`src/rtl/node_pkg.sv`:
```
// rtl/node_pkg.sv - shared encodings and types for the node port controller
//
// Purpose : direction codes, word width and FSM state type shared by
//           node_port_ctrl and its sub-modules.
// Ports   : none (package)
package node_pkg;

   localparam int DATA_W = 12;
   localparam int NDIR   = 4;

   localparam logic [2:0] DIR_UP    = 3'd0;
   localparam logic [2:0] DIR_DOWN  = 3'd1;
   localparam logic [2:0] DIR_LEFT  = 3'd2;
   localparam logic [2:0] DIR_RIGHT = 3'd3;
   localparam logic [2:0] DIR_ANY   = 3'd4;

   typedef enum logic [1:0] {
      IDLE    = 2'd0,
      WR_WAIT = 2'd1,
      RD_WAIT = 2'd2,
      FINISH  = 2'd3
   } state_t;

endpackage

```
`src/rtl/prio_enc4.sv`:
```
// rtl/prio_enc4.sv - 4-bit lowest-index priority encoder with multi-hit flag
//
// Purpose : picks the lowest-index set bit of a 4-bit request vector.
// Ports   : req_i   [3:0] request bits
//           idx_o   [1:0] index of lowest set bit (0 when none set)
//           valid_o       at least one bit set
//           multi_o       more than one bit set
module prio_enc4 (
   input  logic [3:0] req_i,
   output logic [1:0] idx_o,
   output logic       valid_o,
   output logic       multi_o
);

   always_comb begin
      idx_o = 2'd0;
      if (req_i[0])      idx_o = 2'd0;
      else if (req_i[1]) idx_o = 2'd1;
      else if (req_i[2]) idx_o = 2'd2;
      else if (req_i[3]) idx_o = 2'd3;
   end

   assign valid_o = |req_i;
   // Clearing the lowest set bit leaves something only if two or more were set.
   assign multi_o = |(req_i & (req_i - 4'd1));

endmodule

```
`src/rtl/node_port_ctrl.sv`:
```
// rtl/node_port_ctrl.sv - node-side four-direction word transfer handshake controller
//
// Purpose : accepts one directional/ANY read or write from the core and runs
//           the data_ready/ack_read (send) or request_write/ack_write (receive)
//           handshake against the up/down/left/right neighbours.
// Ports   : clk, rst_n                       clock, sync active-low reset
//           cmd_valid/ready/write/dir/data    core command interface
//           done, rd_data, last_dir           completion pulse, read word, winning direction
//           err, multi_ack                    illegal-direction and ANY-write collision pulses
//           tx_*, data_ready, ack_read        send handshake per direction
//           rx_*, request_write, ack_write    receive handshake per direction
module node_port_ctrl
   import node_pkg::*;
#(
   parameter int DATA_W = node_pkg::DATA_W
) (
   input  logic              clk,
   input  logic              rst_n,
   input  logic              cmd_valid,
   output logic              cmd_ready,
   input  logic              cmd_write,
   input  logic [2:0]        cmd_dir,
   input  logic [DATA_W-1:0] cmd_data,
   output logic              done,
   output logic [DATA_W-1:0] rd_data,
   output logic [1:0]        last_dir,
   output logic              err,
   output logic              multi_ack,
   output logic [DATA_W-1:0] tx_up,
   output logic [DATA_W-1:0] tx_down,
   output logic [DATA_W-1:0] tx_left,
   output logic [DATA_W-1:0] tx_right,
   output logic [NDIR-1:0]   data_ready,
   input  logic [NDIR-1:0]   ack_read,
   input  logic [DATA_W-1:0] rx_up,
   input  logic [DATA_W-1:0] rx_down,
   input  logic [DATA_W-1:0] rx_left,
   input  logic [DATA_W-1:0] rx_right,
   input  logic [NDIR-1:0]   request_write,
   output logic [NDIR-1:0]   ack_write
);

   state_t              state_q;
   logic                is_any_q;
   logic [1:0]          dir_q;
   logic [DATA_W-1:0]   tx_up_q, tx_down_q, tx_left_q, tx_right_q;
   logic [NDIR-1:0]     data_ready_q;
   logic [NDIR-1:0]     ack_write_q;
   logic                done_q, err_q, multi_q;
   logic [DATA_W-1:0]   rd_data_q;
   logic [1:0]          last_dir_q;

   logic [NDIR-1:0]     accept_mask;
   logic [NDIR-1:0]     rd_mask;
   logic [NDIR-1:0]     pe_req;
   logic [1:0]          win_idx;
   logic                win_valid;
   logic                win_multi;
   logic [DATA_W-1:0]   rx_sel;

   // Directions the accepted command will drive: all four for ANY, else one-hot.
   assign accept_mask = (cmd_dir == DIR_ANY) ? 4'b1111 : (4'b0001 << cmd_dir[1:0]);
   assign rd_mask     = is_any_q ? 4'b1111 : (4'b0001 << dir_q);

   // One encoder serves both wait states; ack_read is masked by data_ready so
   // an ack on a direction we are not offering cannot win.
   assign pe_req = (state_q == WR_WAIT) ? (ack_read & data_ready_q) :
                   (state_q == RD_WAIT) ? (request_write & rd_mask) : 4'b0000;

   prio_enc4 u_prio (
      .req_i   (pe_req),
      .idx_o   (win_idx),
      .valid_o (win_valid),
      .multi_o (win_multi)
   );

   always_comb begin
      rx_sel = rx_up;
      case (win_idx)
         2'd0: rx_sel = rx_up;
         2'd1: rx_sel = rx_down;
         2'd2: rx_sel = rx_left;
         2'd3: rx_sel = rx_right;
         default: rx_sel = rx_up;
      endcase
   end

   always_ff @(posedge clk) begin
      if (!rst_n) begin
         state_q      <= IDLE;
         is_any_q     <= 1'b0;
         dir_q        <= 2'd0;
         tx_up_q      <= '0;
         tx_down_q    <= '0;
         tx_left_q    <= '0;
         tx_right_q   <= '0;
         data_ready_q <= '0;
         ack_write_q  <= '0;
         done_q       <= 1'b0;
         err_q        <= 1'b0;
         multi_q      <= 1'b0;
         rd_data_q    <= '0;
         last_dir_q   <= 2'd0;
      end else begin
         done_q  <= 1'b0;
         err_q   <= 1'b0;
         multi_q <= 1'b0;
         case (state_q)
            IDLE: begin
               if (cmd_valid) begin
                  if (cmd_dir > DIR_ANY) begin
                     err_q <= 1'b1;
                  end else begin
                     is_any_q <= (cmd_dir == DIR_ANY);
                     dir_q    <= cmd_dir[1:0];
                     if (cmd_write) begin
                        data_ready_q <= accept_mask;
                        tx_up_q      <= accept_mask[0] ? cmd_data : '0;
                        tx_down_q    <= accept_mask[1] ? cmd_data : '0;
                        tx_left_q    <= accept_mask[2] ? cmd_data : '0;
                        tx_right_q   <= accept_mask[3] ? cmd_data : '0;
                        state_q      <= WR_WAIT;
                     end else begin
                        state_q      <= RD_WAIT;
                     end
                  end
               end
            end
            WR_WAIT: begin
               if (win_valid) begin
                  data_ready_q <= '0;
                  tx_up_q      <= '0;
                  tx_down_q    <= '0;
                  tx_left_q    <= '0;
                  tx_right_q   <= '0;
                  done_q       <= 1'b1;
                  last_dir_q   <= win_idx;
                  multi_q      <= is_any_q & win_multi;
                  state_q      <= FINISH;
               end
            end
            RD_WAIT: begin
               if (win_valid) begin
                  ack_write_q <= 4'b0001 << win_idx;
                  rd_data_q   <= rx_sel;
                  done_q      <= 1'b1;
                  last_dir_q  <= win_idx;
                  state_q     <= FINISH;
               end
            end
            FINISH: begin
               // Re-arm gap: request_write is not looked at again until the
               // next command reaches RD_WAIT.
               ack_write_q  <= '0;
               data_ready_q <= '0;
               state_q      <= IDLE;
            end
            default: state_q <= IDLE;
         endcase
      end
   end

   assign cmd_ready  = (state_q == IDLE);
   assign done       = done_q;
   assign rd_data    = rd_data_q;
   assign last_dir   = last_dir_q;
   assign err        = err_q;
   assign multi_ack  = multi_q;
   assign tx_up      = tx_up_q;
   assign tx_down    = tx_down_q;
   assign tx_left    = tx_left_q;
   assign tx_right   = tx_right_q;
   assign data_ready = data_ready_q;
   assign ack_write  = ack_write_q;

endmodule

```
`config.mk`:
```
export PLATFORM = sky130hd
export DESIGN_NAME = node_port_ctrl
export DESIGN_NICKNAME = d
export VERILOG_FILES = /design/src/rtl/node_pkg.sv /design/src/rtl/prio_enc4.sv /design/src/rtl/node_port_ctrl.sv
export SDC_FILE = /design/constraint.sdc
export NUM_CORES = 1
export LEC_CHECK = 0
export ABC_AREA = 1
export CAP_MARGIN = 20
export CORE_MARGIN = 4
export CORE_UTILIZATION = 42
export CTS_BUF_LIST = sky130_fd_sc_hd__clkbuf_16
export DETAILED_ROUTE_END_ITERATION = 10
export PLACE_DENSITY = 0.8
export SKIP_LAST_GASP = 1
export SYNTH_ARGS = -nofsm -noshare
export SYNTH_HDL_FRONTEND = slang
export SYNTH_HIERARCHICAL = 1
export SYNTH_SLANG_ARGS = --single-unit
```
`constraint.sdc`:
```
create_clock -name clk -period 6.69 [get_ports clk]
set_input_delay 1.338 -clock clk [delete_from_list [all_inputs] [get_ports clk]]
set_output_delay 1.338 -clock clk [all_outputs]
set_load 0.01 [all_outputs]
```
Word-level counts from Yosys, hierarchy flattened
Cells that the tools add are included.

Bits of input ports: 75. Register bits after elaboration: 78.

Muxes and demuxes: 44. Bitwise logic cells: 5. Equal/unequal tests: 13. Add/subtract/negate cells: 1. Reductions and logical operators: 18. Shift-type cells: 3. Order comparisons: 1.

Operators with widths (count): $mux W12 (17); $pmux W12 S2 (4); $pmux W12 S4 (1); $mux W4 (9); $mux W2 (8); $and A4 B4 Y4 (3); $pmux W4 S3 (1); $reduce_and A3 Y1 (4); $shl A1 B2 Y4 const A (3); $reduce_and A5 Y1 (2); $eq A2 B2 Y1 const B (4); $ne A2 B1 Y1 const B (4); $pmux W4 S2 (1); $reduce_and A2 Y1 (4); $reduce_or A4 Y1 (2); $pmux W2 S3 (1); $eq A2 B1 Y1 const B (2); $logic_not A2 Y1 (2); $ne A2 B2 Y1 const B (2); $reduce_bool A2 Y1 (2); $sub A4 B1 Y4 const B (1); $eq A3 B3 Y1 const B (1); $gt A3 B3 Y1 const B (1); $reduce_bool A3 Y1 (1); 4 further kinds (5).

Logic depth before layout (Yosys ltp)
Depth after elaboration: 12. Depth in mapped cells: 17. Depth with buffers taken out: 16.

By module
Netlist, hierarchy kept.

Modules (own cells, without submodules): node_port_ctrl (cells each 617, times used 1, area each 3937.5 um2); prio_enc4 (cells each 14, times used 1, area each 60.1 um2).

Worst setup path after synthesis
No wires, ideal clock.

Kind: input to register. Start point: in request_write[2]. End point: reg rd_data_q[4] (netlist: rd_data[4]). Data arrival time: 2.770 ns. Setup time: 0.070 ns. Path slack: 3.850 ns. Stages: 10. Path buffers: 1. Required time: 6.620 ns. Path through: nand2_1 -> o21ai_0 -> nor2_2 -> nor3_1 -> inv_1 -> nor2_1 -> buf_2 -> nand2_1 -> and3_1 -> a21oi_1.

Word-level cells in the longest chain between the ends: 8.

Ends and longest elaborated chain: start: declaration (RTL line node_port_ctrl.sv:39) `input logic [NDIR-1:0] request_write,`; $and A4 B4 Y4 (*) (RTL line node_port_ctrl.sv:68) `(state_q == RD_WAIT) ? (request_write & rd_mask) : 4'b0000;`; $mux W4 (*) (RTL line node_port_ctrl.sv:68); $mux W4 (*) (RTL line node_port_ctrl.sv:67) `assign pe_req = (state_q == WR_WAIT) ? (ack_read & data_ready_q) :`; via pe_req[2] (RTL line node_port_ctrl.sv:55) `logic [NDIR-1:0] pe_req;`; $mux W2 (*) (RTL line prio_enc4.sv:19) `else if (req_i[2]) idx_o = 2'd2;`; $mux W2 (*) (RTL line prio_enc4.sv:18) `else if (req_i[1]) idx_o = 2'd1;`; $mux W2 (*) (RTL line prio_enc4.sv:17) `if (req_i[0]) idx_o = 2'd0;`; via win_idx[1] (RTL line node_port_ctrl.sv:56) `logic [1:0] win_idx;`; $eq A2 B2 Y1 (tied with other cells) (RTL line node_port_ctrl.sv:79) `case (win_idx)`; $pmux W12 S4 (*) (RTL line node_port_ctrl.sv:79); end signal: assignment (RTL line node_port_ctrl.sv:145) `rd_data_q <= rx_sel;`; end: declaration (RTL line node_port_ctrl.sv:50) `logic [DATA_W-1:0] rd_data_q;`.

Mark *: on every way through the listed nets, which the timed path passes. The rest lies on a longest branch. A chain may end at the register's enable or synchronous reset.

Worst setup path in the final report
Start point: in request_write[3]. End point: reg rd_data_q[0] (netlist: rd_data[0]).

Word-level cells in the longest chain between the ends: 9.

Ends and longest elaborated chain: $and A4 B4 Y4 (*) (RTL line node_port_ctrl.sv:68); $mux W4 (*) (RTL line node_port_ctrl.sv:68); $mux W4 (*) (RTL line node_port_ctrl.sv:67); via pe_req[3] (RTL line node_port_ctrl.sv:55); $mux W2 (*) (RTL line prio_enc4.sv:20) `else if (req_i[3]) idx_o = 2'd3;`; $mux W2 (*) (RTL line prio_enc4.sv:19); $mux W2 (*) (RTL line prio_enc4.sv:18); $mux W2 (*) (RTL line prio_enc4.sv:17); via win_idx[1] (RTL line node_port_ctrl.sv:56); $eq A2 B2 Y1 (tied with other cells) (RTL line node_port_ctrl.sv:79); $pmux W12 S4 (*) (RTL line node_port_ctrl.sv:79).

Marked as above.

==> flow_summary.toml <==
[die]
dieArea_mm2 = 0.01114
die_h_um = 105.6
ios = 149
fp-row-count = 35
coreArea_mm2 = 0.009240
die_w_um = 105.6
initial_core_util = 0.4326

[critical_path]
worst-path-max-fanout = 16
worstPathArrival_ns = 4.10
path_class = "primary input to flip-flop"
cpMaxStageDelayCell = "nor2_1"
r2r-start = "state_q[1]"
end_kind = "flip-flop"
cp_slowest_stage_delay_ns = 0.78
cp.required_ns = 6.94
crit_chain = "clkdlybuf4s50_1, nand2_1, o21ai_0, nor2_2, nor3_1, inv_1, nor2_1, nand2_1, and3_1, a21oi_1"
crit_path_start_kind = "primary input"
path_common_cell = "nand2_1"
setup.worst_path.start = "request_write[3]"

[pwr]
power.density_mw_per_mm2 = 425.1
share_comb_of_total_power = 0.500
leakage_uw = 0.002530
swShare = 0.3948
power.internal_uw = 1498
power_uw = 2475
p_seq_frac = 0.290
clock_power_share = 0.209
p_switching_uw = 977.1
peakVddDrop_mv = 0.1699

[clocking]
cts_setup_buffers = 0
cts_buffers = 9
clockBufferDepth = 2
clk_pin_slew_ns = 0.06
cts_sinks = 78
cts_max_level = 3
post_cts_resized = 0
cts_root_buf = "clkbuf_16"
cts_tree = "built"
cts_hold_buffers = 0
clk_latency_ns = 0.33

[layout]
finalNonFillerCells = 892
area_growth_pct = 45.63
diodes = 0
utilization = 0.6301
drive_gt1_frac = 0.04194
fin_nets = 839

[yosys]
yosysWarnings = 6
syn_area_mm2 = 0.003998
async_flop_share = 0
synth-edff-count = 0
netlist_top_cells_count = "nand2_1 (177), nor2_1 (110), dfxtp_1 (78)"
netlist_instances = 631
synth.largest_area_cell = "dfxtp_1"
avgSynthCellArea_um2 = 6.335
synth_area_leaders = "dfxtp_1 (39%), nand2_1 (17%), nor2_1 (10%)"
ys_types = 27
synth.most_common_cell = "nand2_1"
syn-num-nets = 711
ys_ff_latch = 78
ys_seq_area_frac = 0.3906
synthFlopType = "dfxtp_1"
synth_top_area_share = 0.3906

[timing]
hold_viol_final = 0
setup_slack_ns = 2.848
period_needed_ns = 3.842
fin_setup_tns_ns = 0
fin_skew_ns = 0.01004
fin_crit_sh = 0.5743
drv_slew = 0
worst_slew_pin_slew_ns = 0.9025
slew_headroom = 0.3961
rsz0062_at_grt = "false"
fmax_mhz = 260.3
finalSetupViolations = 0

[drt]
wirelength_um = 12120
vias_per_cell = 4.999
final_antenna_net_count = 0
firstDrtPassIters = 4
drc = 0
vias = 4459
wire_per_inst_um = 13.58
drt_iter0_markers = 163

[global_routing]
grt_max_degree = 72
grt-ovfl-total = 0
grt_pass1_wl_um = 19210
grt_usage = 0.2092
antenna_found_initial = 0
grt_pass1_vias = 4216

[hold_path]
hold_path_class = "flip-flop to flip-flop"
min_from = "ack_write[3]"

[placed_design]
place_congestion = 0.8826
pre_cts_ws_ns = 2.171
numPortBuffers = 148
dpl.cell_count = 876
hpwl_um = 8818

[flow_run]
cap_violations = 0

[run_status]
status = "finished, final reports clean"
-- worst paths after layout --
path                       end  cells past startpoint  slack (ns)
setup / recovery    rd_data[0]                     10        2.85
hold / removal    ack_write[3]                      2        0.46
setup reg to reg    rd_data[0]                     12        2.96
hold reg to reg   ack_write[3]                      2        0.46
-- power groups by stage --
stage	Clock [uW]	Sequential (uW)	Combinational, uW
global route	545	735	1390
global placement	0	725	1180
finish	518	719	1240
detailed placement	0	727	1220
CTS	523	719	1230
floorplan	0	780	708
-- cell families after synthesis --
kind of cell / count (synthesis) / share of synthesized area
AO/OA/AOI/OAI: 101 / 0.1321
adder cells (fa/ha/maj): 5 / 0.01565
flip-flops: 78 / 0.3906
AND/OR/NAND/NOR: 353 / 0.3659
buffers and inverters: 94 / 0.09578
-- cell usage in the layout, fill, tap and decap left out --
cell type        count
nand3_1             39
inv_2                4
inv_1               57
buf_4                1
o21bai_1             2
nand4_1              2
clkinv_4             2
ha_1                 5
nor2_4               1
nand2_2              2
o211ai_1             1
clkbuf_16            9
nor3_1               4
dfxtp_1             78
o21ai_1              1
o21ai_0             25
a31oi_1             11
buf_12               1
a21oi_1             60
o22ai_1              1
clkinv_2             2
buf_2                1
nand2_1            177
nor2_2               3
nand2_4              2
or2_2                1
clkdlybuf4s50_1    147
bufinv_16            2
nor2_1             110
and3_1              11
nand3_4              1
-- worst max-delay path: cells and delay by family --
kind	cells	cell delay, ns
simple gates	6	1.49
buf+inv	2	0.78
compound gates	2	0.48
-- registers in the layout, summed over array words and instances (netlist names) --
register    cells
ack_write       4
data_ready      4
dir_q           2
done            1
err             1
is_any_q        1
last_dir        2
multi_ack       1
rd_data        12
state_q         2
tx_down        12
tx_left        12
tx_right       12
tx_up          12
-- stage by stage --
stage | hold slack (ns) | area, um2
finish | 0.4601 | 5822
global route | 0.4807 | 5822
CTS | 0.4599 | 5802
detailed placement | 0.4541 | 5489
global placement | 0.4485 | 5489
floorplan | 0.4762 | 3998
-- layout make-up --
class | instances | area (um2)
well taps | 129 | 161.4
repair buffers | 150 | 1504
fillers | 838 | 3418
clock inverters | 6 | 87.58
clock buffers | 9 | 225.2
multi-input cells | 459 | 2053
inverters | 61 | 229.0
flip-flops and latches | 78 | 1562
-- routing by layer --
| layer | routed length, um | GRT usage | up-vias |
|---|---|---|---|
| met5 | 0 | 0 | - |
| met2 | 5777 | 0.3666 | 198 |
| met4 | 174 | 0.06383 | 0 |
| met1 | 4891 | 0.2404 | 2000 |
| met3 | 1272 | 0.07042 | 16 |
| li1 | - | - | 2245 |
Power figures use the tool's default switching activity.
